<file path="src/rtl/serial_adder_n_pkg.sv">
`default_nettype none
// ============================================================================
// Module      : serial_adder_n_pkg
// Description : Shared constants for the bit-serial adder: FSM state
//               encoding and the default operand width.
// Revision    : 1.0 - initial release
// ============================================================================
package serial_adder_n_pkg;

    // Default operand/result width in bits
    localparam int c_DEFAULT_WIDTH = 8;

    // FSM state encoding
    typedef logic [1:0] state_t;
    localparam state_t c_ST_IDLE = 2'd0;
    localparam state_t c_ST_RUN  = 2'd1;
    localparam state_t c_ST_DONE = 2'd2;

endpackage : serial_adder_n_pkg
`default_nettype wire

</file>
<file path="src/rtl/serial_adder_n_fulladder.sv">
`default_nettype none
// ============================================================================
// Module      : halfadder_n / fulladder_n
// Description : One-bit adder cell for the serial adder, built from two
//               half adders whose carries are ORed.
// Revision    : 1.0 - initial release
// ============================================================================
module halfadder_n (
    input  logic x,
    input  logic y,
    output logic s,
    output logic c
);

    assign s = x ^ y;
    assign c = x & y;

endmodule : halfadder_n

module fulladder_n (
    input  logic a,
    input  logic b,
    input  logic ci,
    output logic s,
    output logic co
);

    logic w_s0;
    logic w_c0;
    logic w_c1;

    // First stage adds the operand bits, second stage folds in the carry
    halfadder_n u_ha0 (
        .x (a),
        .y (b),
        .s (w_s0),
        .c (w_c0)
    );

    halfadder_n u_ha1 (
        .x (w_s0),
        .y (ci),
        .s (s),
        .c (w_c1)
    );

    // At most one of the two half-adder carries can be set
    assign co = w_c0 | w_c1;

endmodule : fulladder_n
`default_nettype wire

</file>
<file path="src/rtl/serial_adder_n.sv">
`default_nettype none
// ============================================================================
// Module      : serial_adder_n
// Description : Bit-serial unsigned adder. Operands are captured on start,
//               added LSB-first through a single full-adder cell over WIDTH
//               cycles, and the result is published with a one-cycle done.
// Revision    : 1.0 - initial release
// ============================================================================
module serial_adder_n
    import serial_adder_n_pkg::*;
#(
    parameter int WIDTH = c_DEFAULT_WIDTH
) (
    input  logic             clk,
    input  logic             rst_n,
    input  logic             start,
    input  logic [WIDTH-1:0] a,
    input  logic [WIDTH-1:0] b,
    input  logic             cin,
    output logic             busy,
    output logic             done,
    output logic [WIDTH-1:0] sum,
    output logic             carry
);

    localparam int CNT_W = $clog2(WIDTH + 1);
    localparam logic [CNT_W-1:0] c_LAST = CNT_W'(WIDTH - 1);

    state_t           r_state;
    logic [WIDTH-1:0] r_a;
    logic [WIDTH-1:0] r_b;
    logic [WIDTH-1:0] r_res;
    logic             r_c;
    logic [CNT_W-1:0] r_cnt;

    logic             w_s;
    logic             w_co;
    logic [WIDTH-1:0] w_res_next;
    // LSB of the result register only ever holds filler before the last shift
    logic             w_unused_res_lsb;

    fulladder_n u_cell (
        .a  (r_a[0]),
        .b  (r_b[0]),
        .ci (r_c),
        .s  (w_s),
        .co (w_co)
    );

    // New sum bit enters at the MSB; after WIDTH shifts bit 0 holds the LSB
    assign w_res_next       = {w_s, r_res[WIDTH-1:1]};
    assign w_unused_res_lsb = r_res[0];

    // Control FSM, datapath shifting and registered outputs
    always_ff @(posedge clk or negedge rst_n) begin
        if (!rst_n) begin
            r_state <= c_ST_IDLE;
            r_a     <= '0;
            r_b     <= '0;
            r_res   <= '0;
            r_c     <= 1'b0;
            r_cnt   <= '0;
            busy    <= 1'b0;
            done    <= 1'b0;
            sum     <= '0;
            carry   <= 1'b0;
        end else begin
            case (r_state)
                c_ST_IDLE: begin
                    done <= 1'b0;
                    if (start) begin
                        r_a     <= a;
                        r_b     <= b;
                        r_c     <= cin;
                        r_res   <= '0;
                        r_cnt   <= '0;
                        busy    <= 1'b1;
                        r_state <= c_ST_RUN;
                    end
                end
                c_ST_RUN: begin
                    r_a   <= {1'b0, r_a[WIDTH-1:1]};
                    r_b   <= {1'b0, r_b[WIDTH-1:1]};
                    r_c   <= w_co;
                    r_res <= w_res_next;
                    r_cnt <= r_cnt + CNT_W'(1);
                    if (r_cnt == c_LAST) begin
                        sum     <= w_res_next;
                        carry   <= w_co;
                        busy    <= 1'b0;
                        done    <= 1'b1;
                        r_state <= c_ST_DONE;
                    end
                end
                c_ST_DONE: begin
                    done    <= 1'b0;
                    r_state <= c_ST_IDLE;
                end
                default: begin
                    busy    <= 1'b0;
                    done    <= 1'b0;
                    r_state <= c_ST_IDLE;
                end
            endcase
        end
    end

endmodule : serial_adder_n
`default_nettype wire
</file>
<file path="config.mk">
export PLATFORM = sky130hd
export DESIGN_NAME = serial_adder_n
export DESIGN_NICKNAME = d
export VERILOG_FILES = /design/src/rtl/serial_adder_n_pkg.sv /design/src/rtl/serial_adder_n_fulladder.sv /design/src/rtl/serial_adder_n.sv
export SDC_FILE = /design/constraint.sdc
export NUM_CORES = 1
export LEC_CHECK = 0
export ABC_AREA = 1
export CORE_ASPECT_RATIO = 1.25
export CORE_MARGIN = 3
export CORE_UTILIZATION = 55
export DETAILED_ROUTE_END_ITERATION = 8
export PLACE_DENSITY = 0.82
export SYNTH_ARGS = -nofsm -noshare
export SYNTH_HDL_FRONTEND = slang
export SYNTH_SLANG_ARGS = --single-unit
</file>
<file path="constraint.sdc">
create_clock -name clk -period 2.9 [get_ports clk]
set_input_delay 0.58 -clock clk [delete_from_list [all_inputs] [get_ports clk]]
set_output_delay 0.58 -clock clk [all_outputs]
set_load 0.005 [all_outputs]
</file>
==> out/results.txt, run 1 <==
via/cell ratio = 5.418
site row count = 22
Pre-antenna DRT Iters = 4
Max Slew Vio Count = 0
critical path capture point type = primary output
synth unique cells = 19
Peak VDD IR = 0.5874 mV
RSZ-0062 raised after global routing = false
part of the cycle the worst path needs = 62.84%
port bufs = 30
Critical-path top delay cell = clkdlybuf4s50_1
Post-route DRC = 0
die width = 57.27 um
clock network power share = 13.4%
antenna viol nets, final = 0
Cell Area, Synth = 0.001807 mm^2
cell taking the most area after synthesis = dfrtp_1
worst path cell trace = clkdlybuf4s50_1
grt total ovfl = 0
Avg Inst Size Synth = 8.944 um^2
fmax = 548.7 MHz
initial antenna violation count = 0
Seq/Total Area, Yosys = 56.79%
R2R depth = 6
syn_nets = 224
CP startpoint kind = flop
later-pin clock latency in the skew report = 0.34 ns
flops & latches, synth = 41
# resized after CTS = 0
Crit Reg-Reg Endpoint = sum[6]
Detailed Route WL = 3395 um
pwr/cell area = 944.1 mW/mm^2
Leak = 1.062 nW
setup tns final = 0 ns
Worst Path Buf+Inv = 1
die footprint = 0.004013 mm^2
Worst Max-Slew Pin Slew = 0.8761 ns
Vias = 1452
status = finished clean
most frequent cells in the layout = nand2_1, nand3_1, dfrtp_1, clkdlybuf4s50_1
initial core utilization = 59.67%
reg2reg start = r_state[1]
Cells after Synth = 202
number of H-tree levels = 2
fillcell total = 254
yosys warns = 0
clk slew on worst S/H paths = 0.12 ns
Critical Path AT = 1.24 ns
Int Power = 1.245 mW
final hold violation count = 0
Post-CTS Hold Buffers = 0
CTS buffer count = 5
Synth area leaders = dfrtp_1, nand2_1, nand3_1, buf_6, nand2_4
Slew headroom = 41.59%
io pins = 31
Slowest Stage Delay on Critical Path = 0.52 ns
largest fanout on the critical path = 2
Final setup viols = 0
Detail Placement HPWL = 2335 um
CTS tree = yes
Iter 0 DRT Violations = 71
routability cong. = 0.7717
sequential fraction of design power = 48.4%
WS Path Type = reg -> out
Core Box Area = 0.003028 mm^2
CTS root buf = clkbuf_4
switching pwr = 772.3 uW
Switching Share = 38.28%
P&R area growth vs syn = 18.28%
Yosys top cell area share = 56.79%
mean routed wirelength per cell = 12.67 um
Reg2Reg Setup Slack = 1.46 ns
commonest non-fill, non-tap cell in the layout = nand2_1
clk buf depth = 2
Die Span Y = 70.08 um
largest net degree at the start of global routing = 42
GRT Total Usage = 18.34%
share of cells above drive strength 1 = 8.621%
Setup Buffers After CTS = 0
Total Nets Final = 253
Max-Cap Viols = 0
first-pass GRT wire length = 5802 um
antenna cells = 0
Tmin final = 1.823 ns
Final Skew = 0.01180 ns
Hold WC Path Type = in -> async
Worst Path Required = 2.32 ns
vias in the first global route = 1428
Crit path max-delay family = buffers and inverters
Core Util, Final = 70.58%
Comb power frac = 38.1%
clock tree sinks = 41
## cell usage after synthesis
cell type  count
nand2_1       82
a21oi_1        1
nor2_1         5
nand2_4        3
nand2_2        2
dfrtp_1       41
nand4_1        1
ha_1           1
nor2_4         2
nand3_2        1
buf_6          4
buf_2          4
o21ai_0        3
fa_1           1
inv_1          4
nand3_1       43
inv_2          1
inv_4          2
o21ai_1        1
## sequential cells by signal, summed over array words and instances, names as in the netlist
register  count
busy          1
carry         1
done          1
r_a           8
r_b           8
r_c           1
r_cnt         4
r_res         7
r_state       2
sum           8
## cells by family after synthesis
family | count (synthesis) | synth area share, %
buffers and inverters | 15 | 5.332
flip-flops | 41 | 56.79
AO/OA/AOI/OAI | 5 | 1.384
AND/OR/NAND/NOR | 139 | 34.70
adder cells (fa/ha/maj) | 2 | 1.800
## per-stage QoR
stage | worst slack [ns] | power [mW] | cell area, um^2 | instances | hold WS (ns)
after global routing | 1.020 | 2.195 | 2137 | 268 | 0.3960
final | 1.078 | 2.018 | 2137 | 268 | 0.3503
after global placement | 1.235 | 1.721 | 2082 | 260 | 0.4588
after CTS | 1.058 | 2.044 | 2137 | 268 | 0.3709
after detailed placement | 1.190 | 1.767 | 2082 | 260 | 0.4646
after floorplan | 1.797 | 1.516 | 1807 | 202 | 0.2844
## layer usage
layer | share of wire [%] | track usage [%]
met5 | 0 | 0
met1 | 41 | 20.74
met2 | 52 | 32.27
met4 | 1.6 | 9.021
met3 | 4.9 | 3.512
## layout make-up
class                           instances  area [um^2]  area share, %
Clock buffer                            5        37.54          1.756
Tap cell                               36        45.04          2.108
Inverter                                7        31.28          1.464
Sequential cell                        41         1026          48.01
Clock inverter                          3        17.52         0.8197
Multi-Input combinational cell        146        684.4          32.03
Timing Repair Buffer                   30        295.3          13.82
## power groups by stage
| stage | combinational (mW) | sequential [mW] | clock, mW |
|---|---|---|---|
| final | 0.769 | 0.977 | 0.271 |
| after global routing | 0.875 | 1.01 | 0.306 |
| after CTS | 0.784 | 0.977 | 0.283 |
| after detailed placement | 0.781 | 0.986 | 0 |
| after global placement | 0.746 | 0.975 | 0 |
| after floorplan | 0.553 | 0.963 | 0 |
## how the worst max path moves through the flow
stage / from / endpoint / slack (ns) / cells after the start
3_5_place_dp: start / r_b[6] / 1.19 / 4
2_1_floorplan: r_c / r_res[7] / 1.80 / 3
4_1_cts: sum[2] / sum[2] / 1.06 / 1
5_1_grt: sum[2] / sum[2] / 1.02 / 1
6_report: sum[2] / sum[2] / 1.08 / 1
3_3_place_gp: start / r_cnt[0] / 1.23 / 4
Note: power is estimated with default switching activity, not from simulation.
==> run 2, diff against run 1 <==
--- a/config.mk
+++ b/config.mk
@@ -8,9 +8,9 @@
 export ABC_AREA = 1
 export CORE_ASPECT_RATIO = 1.25
 export CORE_MARGIN = 3
-export CORE_UTILIZATION = 55
+export CORE_UTILIZATION = 52
 export DETAILED_ROUTE_END_ITERATION = 8
-export PLACE_DENSITY = 0.82
+export PLACE_DENSITY = 0.79
 export SYNTH_ARGS = -nofsm -noshare
 export SYNTH_HDL_FRONTEND = slang
 export SYNTH_SLANG_ARGS = --single-unit
==> constraint.sdc (replaced) <==
create_clock -name clk -period 1.8 [get_ports clk]
set_input_delay 0.36 -clock clk [delete_from_list [all_inputs] [get_ports clk]]
set_output_delay 0.36 -clock clk [all_outputs]
set_load 0.005 [all_outputs]
==> out/results.txt, run 2 (synthesized netlist as in run 1, its figures left out) <==
grt total ovfl = 0
critical path capture point type = primary output
clock network power share = 16.5%
post-route design area = 0.002191 mm^2
io pins = 31
worst path cell trace = clkdlybuf4s50_1
reg2reg start = r_state[1]
Reg2Reg Setup Slack = 0.47 ns
via/cell ratio = 5.092
pwr/cell area = 1543 mW/mm^2
first-pass GRT wire length = 5740 um
most frequent cells in the layout = nand2_1, nand3_1, dfrtp_1, clkdlybuf4s50_1
R2R depth = 6
commonest non-fill, non-tap cell in the layout = nand2_1
Worst Path Required = 1.44 ns
Worst Path Buf+Inv = 1
Core Box Area = 0.003281 mm^2
CP startpoint kind = flop
WS Path Type = reg -> out
Detail Placement HPWL = 2208 um
share of cells above drive strength 1 = 8.120%
Crit Reg-Reg Endpoint = sum[3]
die footprint = 0.004222 mm^2
Critical Path AT = 1.15 ns
later-pin clock latency in the skew report = 0.29 ns
worst slack, placed = 0.3201 ns
Tmin final = 1.512 ns
vias in the first global route = 1258
mean routed wirelength per cell = 11.81 um
initial antenna violation count = 0
routability cong. = 0.7624
fmax = 661.2 MHz
largest net degree at the start of global routing = 28
Leak = 1.085 nW
Crit path max-delay family = buffers and inverters
site row count = 23
# resized after CTS = 0
Final setup viols = 0
Switching Share = 36.11%
number of H-tree levels = 2
P&R area growth vs syn = 21.26%
Post-CTS Hold Buffers = 0
sequential fraction of design power = 46.3%
Max-Cap Viols = 0
total power draw = 3.381 mW
CTS tree = yes
Int Power = 2.160 mW
Total Nets Final = 255
clock tree sinks = 41
part of the cycle the worst path needs = 84.02%
Detailed Route WL = 3201 um
Comb power frac = 37.1%
clk slew on worst S/H paths = 0.07 ns
Worst Max-Slew Pin Slew = 0.4905 ns
Iter 0 DRT Violations = 61
CTS root buf = clkbuf_8
antenna viol nets, final = 0
GRT Total Usage = 17.71%
setup tns final = 0 ns
port bufs = 30
initial core utilization = 55.07%
Post-route DRC = 0
Vias = 1380
PnR worst setup slack = 0.2876 ns
Setup Buffers After CTS = 0
Hold WC Path Type = in -> async
status = finished clean
RSZ-0062 raised after global routing = false
clk buf depth = 2
Die Span Y = 71.90 um
CTS buffer count = 5
Peak VDD IR = 1.036 mV
die width = 58.72 um
Pre-antenna DRT Iters = 4
Slowest Stage Delay on Critical Path = 0.51 ns
Critical-path top delay cell = clkdlybuf4s50_1
Placement Cell Area = 0.002111 mm^2
Slew headroom = 67.30%
largest fanout on the critical path = 2
antenna cells = 0
switching pwr = 1.221 mW
Final Skew = 0.003462 ns
Largest regs = r_a (8), r_b (8), sum (8)
final hold violation count = 0
Max Slew Vio Count = 0
==> run 2: through the flow <==
step                util (%)  cells  hold WS, ns
floorplan                  -    202      0.06441
global placement       64.34    263       0.3485
detailed placement     64.34    263       0.3543
CTS                    66.78    271      0.03945
global route           66.78    271      0.05454
finish                 66.78    271      0.02576
==> run 2: area by class of cell <==
cell class	instances	area, um^2
fill	282	1090
clock buffer	8	80.08
timing repair buffer	32	322.8
inverter	7	31.28
sequential	41	1026
tap	37	46.29
multi-input combinational	146	684.4
==> run 2: power groups by stage <==
stage               Clock (mW)  Sequential [mW]  Combinational (mW)
finish                   0.559             1.57                1.25
global route             0.609             1.62                1.44
CTS                      0.579             1.57                1.28
detailed placement           0             1.58                1.27
global placement             0             1.57                1.24
floorplan                    0             1.55               0.892
==> run 2: worst max-delay path by stage <==
stage | startpoint | endpoint | slack [ns] | cells after the start
floorplan | r_c | r_res[7] | 0.70 | 3
global placement | start | r_a[4] | 0.32 | 4
detailed placement | start | r_b[0] | 0.32 | 4
CTS | sum[2] | sum[2] | 0.28 | 1
global route | sum[2] | sum[2] | 0.26 | 1
finish | sum[0] | sum[0] | 0.29 | 1
==> run 2: per-layer routing <==
metal	global-route usage (%)	up-vias	wire, um
li1	-	709	-
met4	7.557	0	58
met2	26.66	30	1465
met3	4.804	6	157
met1	24.08	635	1520
met5	0	-	0
==> run 3, diff against run 2 <==
==> constraint.sdc (replaced) <==
create_clock -name clk -period 1.5 [get_ports clk]
set_input_delay 0.3 -clock clk [delete_from_list [all_inputs] [get_ports clk]]
set_output_delay 0.3 -clock clk [all_outputs]
set_load 0.005 [all_outputs]
==> out/results.txt, run 3 (synthesized netlist as in run 1, its figures left out) <==
antenna viol nets, final = 0
PnR worst setup slack = 0.06394 ns
CTS buffer count = 5
Placed Cells incl. Taps = 263
worst slack, placed = 0.08951 ns
most frequent cells in the layout = nand2_1, nand3_1, dfrtp_1, clkdlybuf4s50_1, clkbuf_8
io pins = 31
clk buf depth = 2
initial antenna violation count = 0
largest fanout on the critical path = 2
Final Hold Slack = 0.05743 ns
CTS root buf = clkbuf_8
final hold violation count = 0
post-route design area = 0.002205 mm^2
Worst Path Buf+Inv = 1
via/cell ratio = 5.077
clk slew on worst S/H paths = 0.08 ns
Core Util, Final = 67.20%
total power draw = 4.190 mW
mean routed wirelength per cell = 12.47 um
pwr/cell area = 1901 mW/mm^2
Hold WC Path Type = in -> async
Detailed Route WL = 3380 um
Critical Path AT = 1.14 ns
Detail Placement HPWL = 2177 um
die footprint = 0.004222 mm^2
Max Slew Vio Count = 0
Cell Count, Final, Fillers Out = 271
GRT Total Usage = 18.57%
fmax = 696.4 MHz
first-pass GRT wire length = 5851 um
Final Skew = 0.004704 ns
initial core utilization = 55.07%
routability cong. = 0.7390
Placement Cell Area = 0.002098 mm^2
Final setup viols = 0
RSZ-0062 raised after global routing = false
grt total ovfl = 0
Worst Max-Slew Pin Slew = 0.5069 ns
Slew headroom = 66.21%
Iter 0 DRT Violations = 63
Tmin final = 1.436 ns
largest net degree at the start of global routing = 42
Largest regs = r_a (8), r_b (8), sum (8)
Leak = 1.119 nW
Critical-path top delay cell = clkdlybuf4s50_1
worst path cell trace = clkdlybuf4s50_1
share of cells above drive strength 1 = 9.402%
part of the cycle the worst path needs = 95.74%
vias in the first global route = 1340
site row count = 23
Worst Path Required = 1.20 ns
Core Box Area = 0.003281 mm^2
antenna cells = 0
status = finished clean
commonest non-fill, non-tap cell in the layout = nand2_1
Crit path max-delay family = buffers and inverters
number of H-tree levels = 2
fillcell total = 284
CP startpoint kind = flop
die width = 58.72 um
CTS tree = yes
Max-Cap Viols = 0
Post-route DRC = 0
port bufs = 30
Die Span Y = 71.90 um
setup tns final = 0 ns
Pre-antenna DRT Iters = 4
Peak VDD IR = 1.228 mV
P&R area growth vs syn = 22.02%
Total Nets Final = 255
critical path capture point type = primary output
Slowest Stage Delay on Critical Path = 0.50 ns
later-pin clock latency in the skew report = 0.29 ns
WS Path Type = reg -> out
Vias = 1376
clock tree sinks = 41
==> run 3: cell count changes in the layout (fill, tap and decap cells not counted), sizes merged <==
cell           change
dlymetal6s2s       +2
clkbuf             -1
clkdlybuf4s50      -2
clkinv             +1
==> run 3: power breakdown <==
| group | total, mW | internal, mW | switching [mW] |
|---|---|---|---|
| Combinational | 1.51 | 0.676 | 0.831 |
| Sequential | 1.89 | 1.57 | 0.320 |
| Clock | 0.788 | 0.416 | 0.372 |
==> run 3: final cells by class <==
class | count | area (um^2) | area share (%)
timing repair buffer | 32 | 315.3 | 14.30
clock buffer | 7 | 96.34 | 4.370
clock inverter | 1 | 5.005 | 0.2270
sequential | 41 | 1026 | 46.54
multi-input combinational | 146 | 684.4 | 31.04
inverter | 7 | 31.28 | 1.419
tap | 37 | 46.29 | 2.100
==> run 3: path summary, 6_finish.rpt <==
path / startpoint / to / slack [ns] / depth (start not counted)
setup / recovery: done / done / 0.06 / 1
hold / removal: rst_n / r_b[4] / 0.06 / 2
setup reg to reg: r_cnt[0] / sum[0] / 0.26 / 6
hold reg to reg: sum[6] / sum[6] / 0.48 / 2
max in group asynchronous: rst_n / r_res[3] / 1.09 / 2
min in group clk: sum[6] / sum[6] / 0.48 / 2
==> run 3: routing by layer <==
metal  up-vias  wire, um  global-route usage, %
met4         0        78                  10.58
met1       633      1487                  22.60
met5         -         0                      0
li1        708         -                      -
met2        28      1659                  29.98
met3         7       155                  4.270
==> run 3: what timing repair did <==
item,4_1_cts,5_1_grt
hold buffers,0,0
endpoints found under the setup margin,0,2
gates resized for setup,0,2
buffers inserted,0,0
